File: config.mk
export PLATFORM = sky130hd
export DESIGN_NAME = pe_ctrl_fsm_gen
export DESIGN_NICKNAME = d
export VERILOG_FILES = /design/src/rtl/pe_ctrl_fsm_gen.sv
export SDC_FILE = /design/constraint.sdc
export NUM_CORES = 1
export LEC_CHECK = 0
export BUFFER_PORTS_ARGS = -buffer_cell sky130_fd_sc_hd__buf_2
export CORE_MARGIN = 2
export CORE_UTILIZATION = 32
export DETAILED_ROUTE_END_ITERATION = 12
export PLACE_DENSITY = 0.6
export SETUP_SLACK_MARGIN = 0.15
export SLEW_MARGIN = 20
export SYNTH_ARGS = -nofsm -noshare
export SYNTH_HDL_FRONTEND = slang
export SYNTH_SLANG_ARGS = --single-unit
File: constraint.sdc
create_clock -name clk -period 4.95 [get_ports clk]
set_input_delay 0.495 -clock clk [delete_from_list [all_inputs] [get_ports clk]]
set_output_delay 0.495 -clock clk [all_outputs]
set_load 0.005 [all_outputs]
File: src/rtl/pe_ctrl_fsm_gen.sv
// Control sequencer for the convolution PE array: kernel preload, tile streaming, channel/tile/group loops.
// Latency: read enables are Moore decodes of the state register; p_valid_out/last_chan_out lag PIPE_DLY cycles.
// Backpressure: stall freezes every register (state, counters, config, delay line); strobes hold while stalled.
// Optional build macro PE_CTRL_PERF_EN adds saturating perf_active/perf_stall counters.
module pe_ctrl_fsm_gen #(
    parameter int K_MAX    = 7,
    parameter int T_MAX    = 32,
    parameter int CH_GRP   = 8,
    parameter int PIPE_DLY = 4,
    parameter int CNT_W    = 16
) (
    input  logic             clk,
    input  logic             rst,
    input  logic             stall,
    input  logic             start_conv,
    input  logic             start_again,
    input  logic [2:0]       cfg_k,
    input  logic [5:0]       cfg_t,
    input  logic [CNT_W-1:0] cfg_ci,
    input  logic [CNT_W-1:0] cfg_co,
    input  logic [CNT_W-1:0] cfg_tiles,
    output logic             ifm_read,
    output logic             wgt_read,
    output logic             p_valid_out,
    output logic             last_chan_out,
    output logic             tile_done,
    output logic             end_conv,
    output logic             busy,
    output logic [CNT_W-1:0] tile_idx,
    output logic [CNT_W-1:0] co_idx
`ifdef PE_CTRL_PERF_EN
    ,
    output logic [31:0]      perf_active,
    output logic [31:0]      perf_stall
`endif
);

    // Column counter must reach T_MAX+K_MAX-2 (last column of the longest pass).
    localparam int COL_W = $clog2(T_MAX + K_MAX);

    typedef enum logic [1:0] {
        IDLE = 2'd0,
        WAIT = 2'd1,
        PASS = 2'd2,
        FIN  = 2'd3
    } state_t;

    state_t           state_q, state_nx;
    logic [COL_W-1:0] col_q, col_nx;
    logic [CNT_W-1:0] ch_q, ch_nx;
    logic [CNT_W-1:0] tile_q, tile_nx;
    logic [CNT_W-1:0] co_q, co_nx;
    logic             tile_done_q, tile_done_nx;

    // Latched layer configuration
    logic [COL_W-1:0] k_q, t_q;
    logic [CNT_W-1:0] ci_tot_q, co_tot_q, tiles_q;

    logic [COL_W-1:0] k_cl, t_cl;
    logic [COL_W-1:0] col_last;
    logic [CNT_W-1:0] ch_last;
    logic             start_ok;
    logic             p_valid;
    logic             last_chan;

    // A start is only taken from IDLE and only on a cycle that is not frozen.
    assign start_ok = (state_q == IDLE) && start_conv && !stall;

    // Last column of a pass is ROW-1 = t+k-2; k and t are both at least 1 once latched.
    assign col_last = k_q + t_q - COL_W'(2);
    assign ch_last  = ci_tot_q - CNT_W'(1);

    // Clamp runtime geometry into 1..MAX before it is latched.
    always_comb begin
        k_cl = COL_W'(cfg_k);
        if (cfg_k == 3'd0) begin
            k_cl = COL_W'(1);
        end else if (int'(cfg_k) > K_MAX) begin
            k_cl = COL_W'(K_MAX);
        end
        t_cl = COL_W'(cfg_t);
        if (cfg_t == 6'd0) begin
            t_cl = COL_W'(1);
        end else if (int'(cfg_t) > T_MAX) begin
            t_cl = COL_W'(T_MAX);
        end
    end

    // Capture geometry and loop totals on an accepted start; held until the next one.
    always_ff @(posedge clk) begin
        if (rst) begin
            k_q      <= '0;
            t_q      <= '0;
            ci_tot_q <= '0;
            co_tot_q <= '0;
            tiles_q  <= '0;
        end else if (start_ok) begin
            k_q      <= k_cl;
            t_q      <= t_cl;
            // Channel total wraps at CNT_W bits by construction.
            ci_tot_q <= (cfg_ci + CNT_W'(1)) * CNT_W'(CH_GRP);
            co_tot_q <= cfg_co + CNT_W'(1);
            tiles_q  <= cfg_tiles;
        end
    end

    // Next-state and loop-counter update; innermost loop is columns, then channels, tiles, groups.
    always_comb begin
        state_nx     = state_q;
        col_nx       = col_q;
        ch_nx        = ch_q;
        tile_nx      = tile_q;
        co_nx        = co_q;
        tile_done_nx = 1'b0;
        case (state_q)
            IDLE: begin
                // start_again arriving with start_conv is ignored here on purpose.
                if (start_conv) begin
                    col_nx  = '0;
                    ch_nx   = '0;
                    tile_nx = '0;
                    co_nx   = '0;
                    state_nx = (cfg_tiles == '0) ? FIN : WAIT;
                end
            end
            WAIT: begin
                if (start_again) begin
                    col_nx   = '0;
                    state_nx = PASS;
                end
            end
            PASS: begin
                if (col_q == col_last) begin
                    col_nx = '0;
                    if (ch_q < ch_last) begin
                        // Next input-channel pass follows back to back.
                        ch_nx = ch_q + CNT_W'(1);
                    end else begin
                        ch_nx        = '0;
                        tile_done_nx = 1'b1;
                        if (tile_q < tiles_q - CNT_W'(1)) begin
                            tile_nx  = tile_q + CNT_W'(1);
                            state_nx = WAIT;
                        end else begin
                            tile_nx = '0;
                            if (co_q < co_tot_q - CNT_W'(1)) begin
                                co_nx    = co_q + CNT_W'(1);
                                state_nx = WAIT;
                            end else begin
                                state_nx = FIN;
                            end
                        end
                    end
                end else begin
                    col_nx = col_q + COL_W'(1);
                end
            end
            FIN: begin
                state_nx = IDLE;
            end
            default: begin
                state_nx = IDLE;
            end
        endcase
    end

    // State and counter registers; a stalled cycle holds everything.
    always_ff @(posedge clk) begin
        if (rst) begin
            state_q     <= IDLE;
            col_q       <= '0;
            ch_q        <= '0;
            tile_q      <= '0;
            co_q        <= '0;
            tile_done_q <= 1'b0;
        end else if (!stall) begin
            state_q     <= state_nx;
            col_q       <= col_nx;
            ch_q        <= ch_nx;
            tile_q      <= tile_nx;
            co_q        <= co_nx;
            tile_done_q <= tile_done_nx;
        end
    end

    // Moore decodes from registered state only; no input reaches an output combinationally.
    assign ifm_read  = (state_q == PASS);
    assign wgt_read  = (state_q == PASS) && (col_q < k_q);
    // Valid once the kernel window is full: exactly t cycles per pass.
    assign p_valid   = (state_q == PASS) && (col_q >= k_q - COL_W'(1));
    assign last_chan = p_valid && (ch_q == ch_last);
    assign tile_done = tile_done_q;
    assign end_conv  = (state_q == FIN);
    assign busy      = (state_q != IDLE);
    assign tile_idx  = tile_q;
    assign co_idx    = co_q;

    generate
        if (PIPE_DLY == 0) begin : g_no_dly
            assign p_valid_out   = p_valid;
            assign last_chan_out = last_chan;
        end else begin : g_dly
            logic [PIPE_DLY-1:0] pv_sr;
            logic [PIPE_DLY-1:0] lc_sr;

            // Match the PE pipeline depth; advances only on non-stalled cycles.
            always_ff @(posedge clk) begin
                if (rst) begin
                    pv_sr <= '0;
                    lc_sr <= '0;
                end else if (!stall) begin
                    pv_sr[0] <= p_valid;
                    lc_sr[0] <= last_chan;
                    for (int i = 1; i < PIPE_DLY; i++) begin
                        pv_sr[i] <= pv_sr[i-1];
                        lc_sr[i] <= lc_sr[i-1];
                    end
                end
            end

            assign p_valid_out   = pv_sr[PIPE_DLY-1];
            assign last_chan_out = lc_sr[PIPE_DLY-1];
        end
    endgenerate

`ifdef PE_CTRL_PERF_EN
    // Saturating activity/stall counters, restarted by each accepted layer start.
    always_ff @(posedge clk) begin
        if (rst || start_ok) begin
            perf_active <= '0;
            perf_stall  <= '0;
        end else begin
            if (busy && !stall && (perf_active != '1)) begin
                perf_active <= perf_active + 32'd1;
            end
            if (busy && stall && (perf_stall != '1)) begin
                perf_stall <= perf_stall + 32'd1;
            end
        end
    end
`endif

endmodule

* Word-level counts from Yosys, hierarchy flattened
Index checks and enable logic that the tools add are counted.
** Word-level totals
- Flip-flop bits (word level) :: 122
- Word-level logic and storage cells :: 92
** Cells by class
- Add/sub/neg operators :: 12
- $lt $le $gt $ge :: 6
- Eq/ne operators :: 11
- Muxes and demuxes :: 31
- Bitwise logic cells :: 1
- Reduce and logical (&&, ||, !) cells :: 18
** Operators by type and width (number)
- $mux 16 :: 10
- $pmux 16 s2 :: 3
- $add 16x1->16 const B :: 4
- $lt 16x16->1 :: 3
- $sub 16x1->16 const B :: 3
- $mux 6 :: 5
- $pmux 6 s3 :: 1
- $eq 16x16->1 :: 1
- $logic_not 16->1 :: 1
- $mux 2 :: 7
- $add 13x1->13 const B :: 1
- $reduce_and 5->1 :: 2
- $ne 2x2->1 const B :: 4
- $pmux 2 s4 :: 1
- $reduce_and 4->1 :: 2
- $reduce_and 7->1 :: 1
- $add 6x1->6 const B :: 1
- $add 6x6->6 :: 1
- $eq 6x6->1 :: 1
- $ge 6x6->1 :: 1
- $gt 6x6->1 const B :: 1
- $logic_not 6->1 :: 1
- $lt 6x6->1 :: 1
- $sub 6x1->6 const B :: 1
- 13 further kinds :: 22

* Logic depth before layout (Yosys ltp)
- Word-level depth :: 7
- Mapped depth :: 16
- Mapped depth without buffers :: 15

* Least setup slack after synthesis
No wires, ideal clock.
- Kind :: flip-flop to flip-flop
- From :: reg co_tot_q[2]
- To :: reg co_q[4] (netlist: co_idx[4])
- Library setup time :: 70 ps
- Arrival time :: 3463 ps
- Path slack :: 1416 ps
- Cell stages (with the launch flop) :: 16
- Buffers on the path :: 0
- Clock period less this slack :: 3534 ps
- Path through :: dfxtp_1 or4_1 nor2_1 nand2_1 nor3_1 nand2b_1 nor4_1 xnor2_1 ha_1 a21oi_1 o21ai_0 a22o_1 a31oi_2 o2111ai_2 or4b_1 a21oi_1
** On the way
- Word-level cells in the longest chain between the ends :: 4
** RTL lines
- from (decl) :: line 57 : logic [CNT_W-1:0] ci_tot_q, co_tot_q, tiles_q;
- from (signal assigned) :: line 102 : co_tot_q <= cfg_co + CNT_W'(1);
- $sub 16x1->16 :: line 146 : if (co_q < co_tot_q - CNT_W'(1)) begin
- $lt 16x16->1 :: line 146
- $ne 2x1->1 (no source line)
- $reduce_and 7->1 (no source line)
- to (signal assigned) :: line 181 : co_q <= co_nx;
- to (decl) :: line 52 : logic [CNT_W-1:0] co_q, co_nx;
No other way between the ends.
A chain may end at the register's enable or synchronous reset.

* Final worst setup path
- From :: reg tiles_q[2]
- To :: reg tile_q[12] (netlist: tile_idx[12])
** On the way
- Word-level cells in the longest chain between the ends :: 6
** RTL lines
- from (decl) :: line 57
- from (signal assigned) :: line 103 : tiles_q <= cfg_tiles;
- $sub 16x1->16 :: line 141 : if (tile_q < tiles_q - CNT_W'(1)) begin
- $lt 16x16->1 :: line 141
- $mux 16 :: line 141
- $mux 16 :: line 135 : if (ch_q < ch_last) begin
- $mux 16 :: line 133 : if (col_q == col_last) begin
- $pmux 16 s2 :: line 115 : case (state_q)
- to (signal assigned) :: line 180 : tile_q <= tile_nx;
- to (decl) :: line 51 : logic [CNT_W-1:0] tile_q, tile_nx;
No other way between the ends. The select of a mux whose other input is x is not followed.

==> out/metrics.csv <==
stage;metric;value;unit
final_layout;design area;9030;sq um
critical_path;FF-to-FF Start;tiles_q[2];
critical_path;FF-to-FF path depth;13;
clocking;CTS tree;yes;
global_routing;M1 GR Usage;21.0;%
yosys;Seq/Total Area, Yosys;31.1;%
job;Max-Cap Viols;0;
placed_design;IO buf count;97;
timing;period utilisation layout;86.4;%
yosys;cell taking the most area after synthesis;dfxtp_1;
global_routing;initial antenna violation count;0;
global_routing;vias in the first global route;6505;
yosys;yosys warns;0;
final_layout;Nets;1160;
yosys;Cell Area, Synth;7660;sq um
timing;Slew Limit Fails;0;
final_layout;layout cells sized above 1;14.7;%
clocking;post-CTS sizing;0;
drt;DR iter-0 viols;408;
clocking;clock buffer count from CTS;17;
placed_design;DP Area;8430;sq um
yosys;Synth Area per Inst;8.12;sq um
die;Die ar.;25200;sq um
yosys;most common cell in the netlist;dfxtp_1;
timing;Fmax;234;MHz
timing;final setup fails;0;
timing;Worst Setup Slack, final;673;ps
yosys;Post-synth EDFFs;0;
yosys;Synth top area share;31.1;%
global_routing;Overflow after GRT;0;
clocking;Setup Fix Bufs, Post-CTS;0;
die;Die Y;159;um
critical_path;WP data required;5290;ps
global_routing;GR Util met3;3.11;%
critical_path;R2R Setup Slk;670;ps
clocking;CTS Buffer Depth;2;
final_layout;area delta synth->final;17.9;%
timing;final hold slack;283;ps
die;Starting Density;32.6;%
yosys;asr flop ratio synth;0;%
drt;vias per inst;5.08;
drt;DRT antenna net count;0;
timing;Max Clock Skew;12.0;ps
drt;drt wl/cell;14.6;um
die;core area;23500;sq um
yosys;Net Count, Synth;1077;
hold_path;Worst Hold Path EP;ci_tot_q[3];
pwr;VDD IR-drop max;0.214;mV
critical_path;Critical Path Sink Type;register;
pwr;power consumption;2.80;mW
pwr;pwr/cell area;310;nW/um^2
timing;Slew HR;37.1;%
hold_path;Worst Hold Class;in2reg;
global_routing;largest net degree at the start of global routing;83;
yosys;Cells after Synth;944;
clocking;Skew-Pair Late Insertion Delay;420;ps
global_routing;GRT met2 Usage;25.7;%
global_routing;first-pass GRT wire length;33.1;mm
drt;routed vias;6908;
placed_design;dpl ws;751;ps
critical_path;Startpoint Class;register;
critical_path;largest fanout on the critical path;19;
die;row count;56;
hold_path;hold wc startpoint;cfg_ci[0];
yosys;distinct cell type count after synthesis;63;
drt;final routed DRC violation total;0;
timing;RSZ-0062 raised after global routing;false;
outcome;status;complete, no violations;
clocking;Clock Pin Slew Worst Setup and Hold Paths;60;ps
drt;First-pass DRT Iterations;7;
pwr;leak pwr;3.70;nW
yosys;Synth Register Bits;119;
global_routing;Tot GR Track Use;15.8;%
clocking;CTS Hold Buffers Added;0;
global_routing;global-route layer with the greatest usage;met2;
hold_path;Worst Hold Depth;2;
die;# IOs;101;
clocking;CTS root buf;clkbuf_16;
critical_path;critical path class;reg2reg;
clocking;CTS H-tree lvls;4;
timing;setup TNS;0;ps
timing;actual slew at the worst max-slew pin;943;ps
critical_path;CP arrival;4610;ps
die;Die X;159;um
placed_design;RD Place Congestion;0.799;
critical_path;R2R Path End;tile_idx[12];
drt;wirelength, routed;19.8;mm
placed_design;HPWL Detailed;14.4;mm
clocking;clock sink count;119;
yosys;predominant post-synthesis flop cell;dfxtp_1;
yosys;top post-synthesis cells by area;dfxtp_1 31%, ha_1 11%, xor2_1 5.3%;
final_layout;Ant. Diodes;0;
timing;fin crit period;4280;ps
yosys;top cells by count, synth;119 x dfxtp_1, 104 x nor2_1, 98 x nand2_1, 76 x a21oi_1, 70 x ha_1;
timing;Fin. Hold Viols;0;
[cell type report]
type / count / area, sq um
sequential: 119 / 2380
inverter: 26 / 97.6
fill: 2403 / 14400
clock buffer: 17 / 425
tap: 319 / 399
timing repair buffer: 102 / 526
clock inverter: 15 / 178
multi-input combinational: 761 / 5030
[worst max path at each step]
stage	startpoint	endpoint	slack (ps)	depth (start not counted)
finish	tiles_q[2]	tile_idx[12]	670	13
global route	tiles_q[2]	co_idx[5]	320	13
CTS	tiles_q[2]	co_idx[1]	650	13
detailed placement	tiles_q[2]	co_idx[1]	750	13
global placement	tiles_q[2]	co_idx[1]	740	13
floorplan	co_tot_q[2]	co_idx[4]	1420	15
[where the power goes]
part           switching [mW]  internal [mW]
combinational           0.294          0.208
sequential             0.0380          0.991
clock                   0.481          0.793
total                   0.813           1.99
[cell usage in the layout (no fill, tap or decap), types with 4 or more instances in the layout]
cell type,instances
or3b_1,5
or3_1,8
and3_1,13
nand4_1,21
a21oi_1,76
nand3_1,34
mux2i_1,10
nand2_1,98
a31oi_1,6
nand2b_1,7
nor4_1,16
nand3b_1,13
nor3_1,33
xor2_1,46
or4_1,10
buf_2,96
nor2_1,104
clkinv_4,4
and4_1,6
nor2b_1,5
clkinv_2,4
buf_4,6
clkbuf_16,17
dfxtp_1,119
inv_1,26
xnor2_1,41
ha_1,70
a21o_1,7
o21ai_0,44
and2_1,8
a211oi_1,29
[layer usage]
metal / wire (um) / part of all wire [%]
met5: 0 / 0
met4: 152 / 0.77
met3: 1010 / 5.1
met2: 9110 / 46
met1: 9520 / 48
[worst max-delay path, cell delays in order, from the launching register on]
cell and delay [ps]:
dfxtp_1 370, nor4_1 370, nand2_1 130, or4_1 500, nor4_1 380, xnor2_1 170, ha_1 270, nand4_1 80
nor2_1 70, a221oi_1 470, nand4_4 350, nor4_4 720, nand3b_1 140, a21oi_1 160
[logic make-up after synthesis]
kind of cell / Yosys count / share of synthesized area (%)
flip-flops: 119 / 31.1
buffers and inverters: 64 / 3.35
AND/OR/NAND/NOR: 398 / 26.7
AO/OA/AOI/OAI: 195 / 15.9
XOR/XNOR: 87 / 9.95
adder cells (fa/ha/maj): 71 / 11.7
multiplexers: 10 / 1.31
[metrics by stage]
step	util [%]	cells
floorplan	-	944
global placement	35.9	1327
detailed placement	35.9	1327
CTS	38.5	1359
global route	38.5	1359
finish	38.5	1359
[registers in the layout (all words and copies together), names as in the netlist, 2 cells and up]
name and flops:
ch_q 16, ci_tot_q 13, co_idx 16, co_tot_q 16
col_q 6, g_dly.lc_sr 4, g_dly.pv_sr 4, k_q 3
state_q 2, t_q 6, tile_idx 16, tiles_q 16
Power figures use the tool's default switching activity.
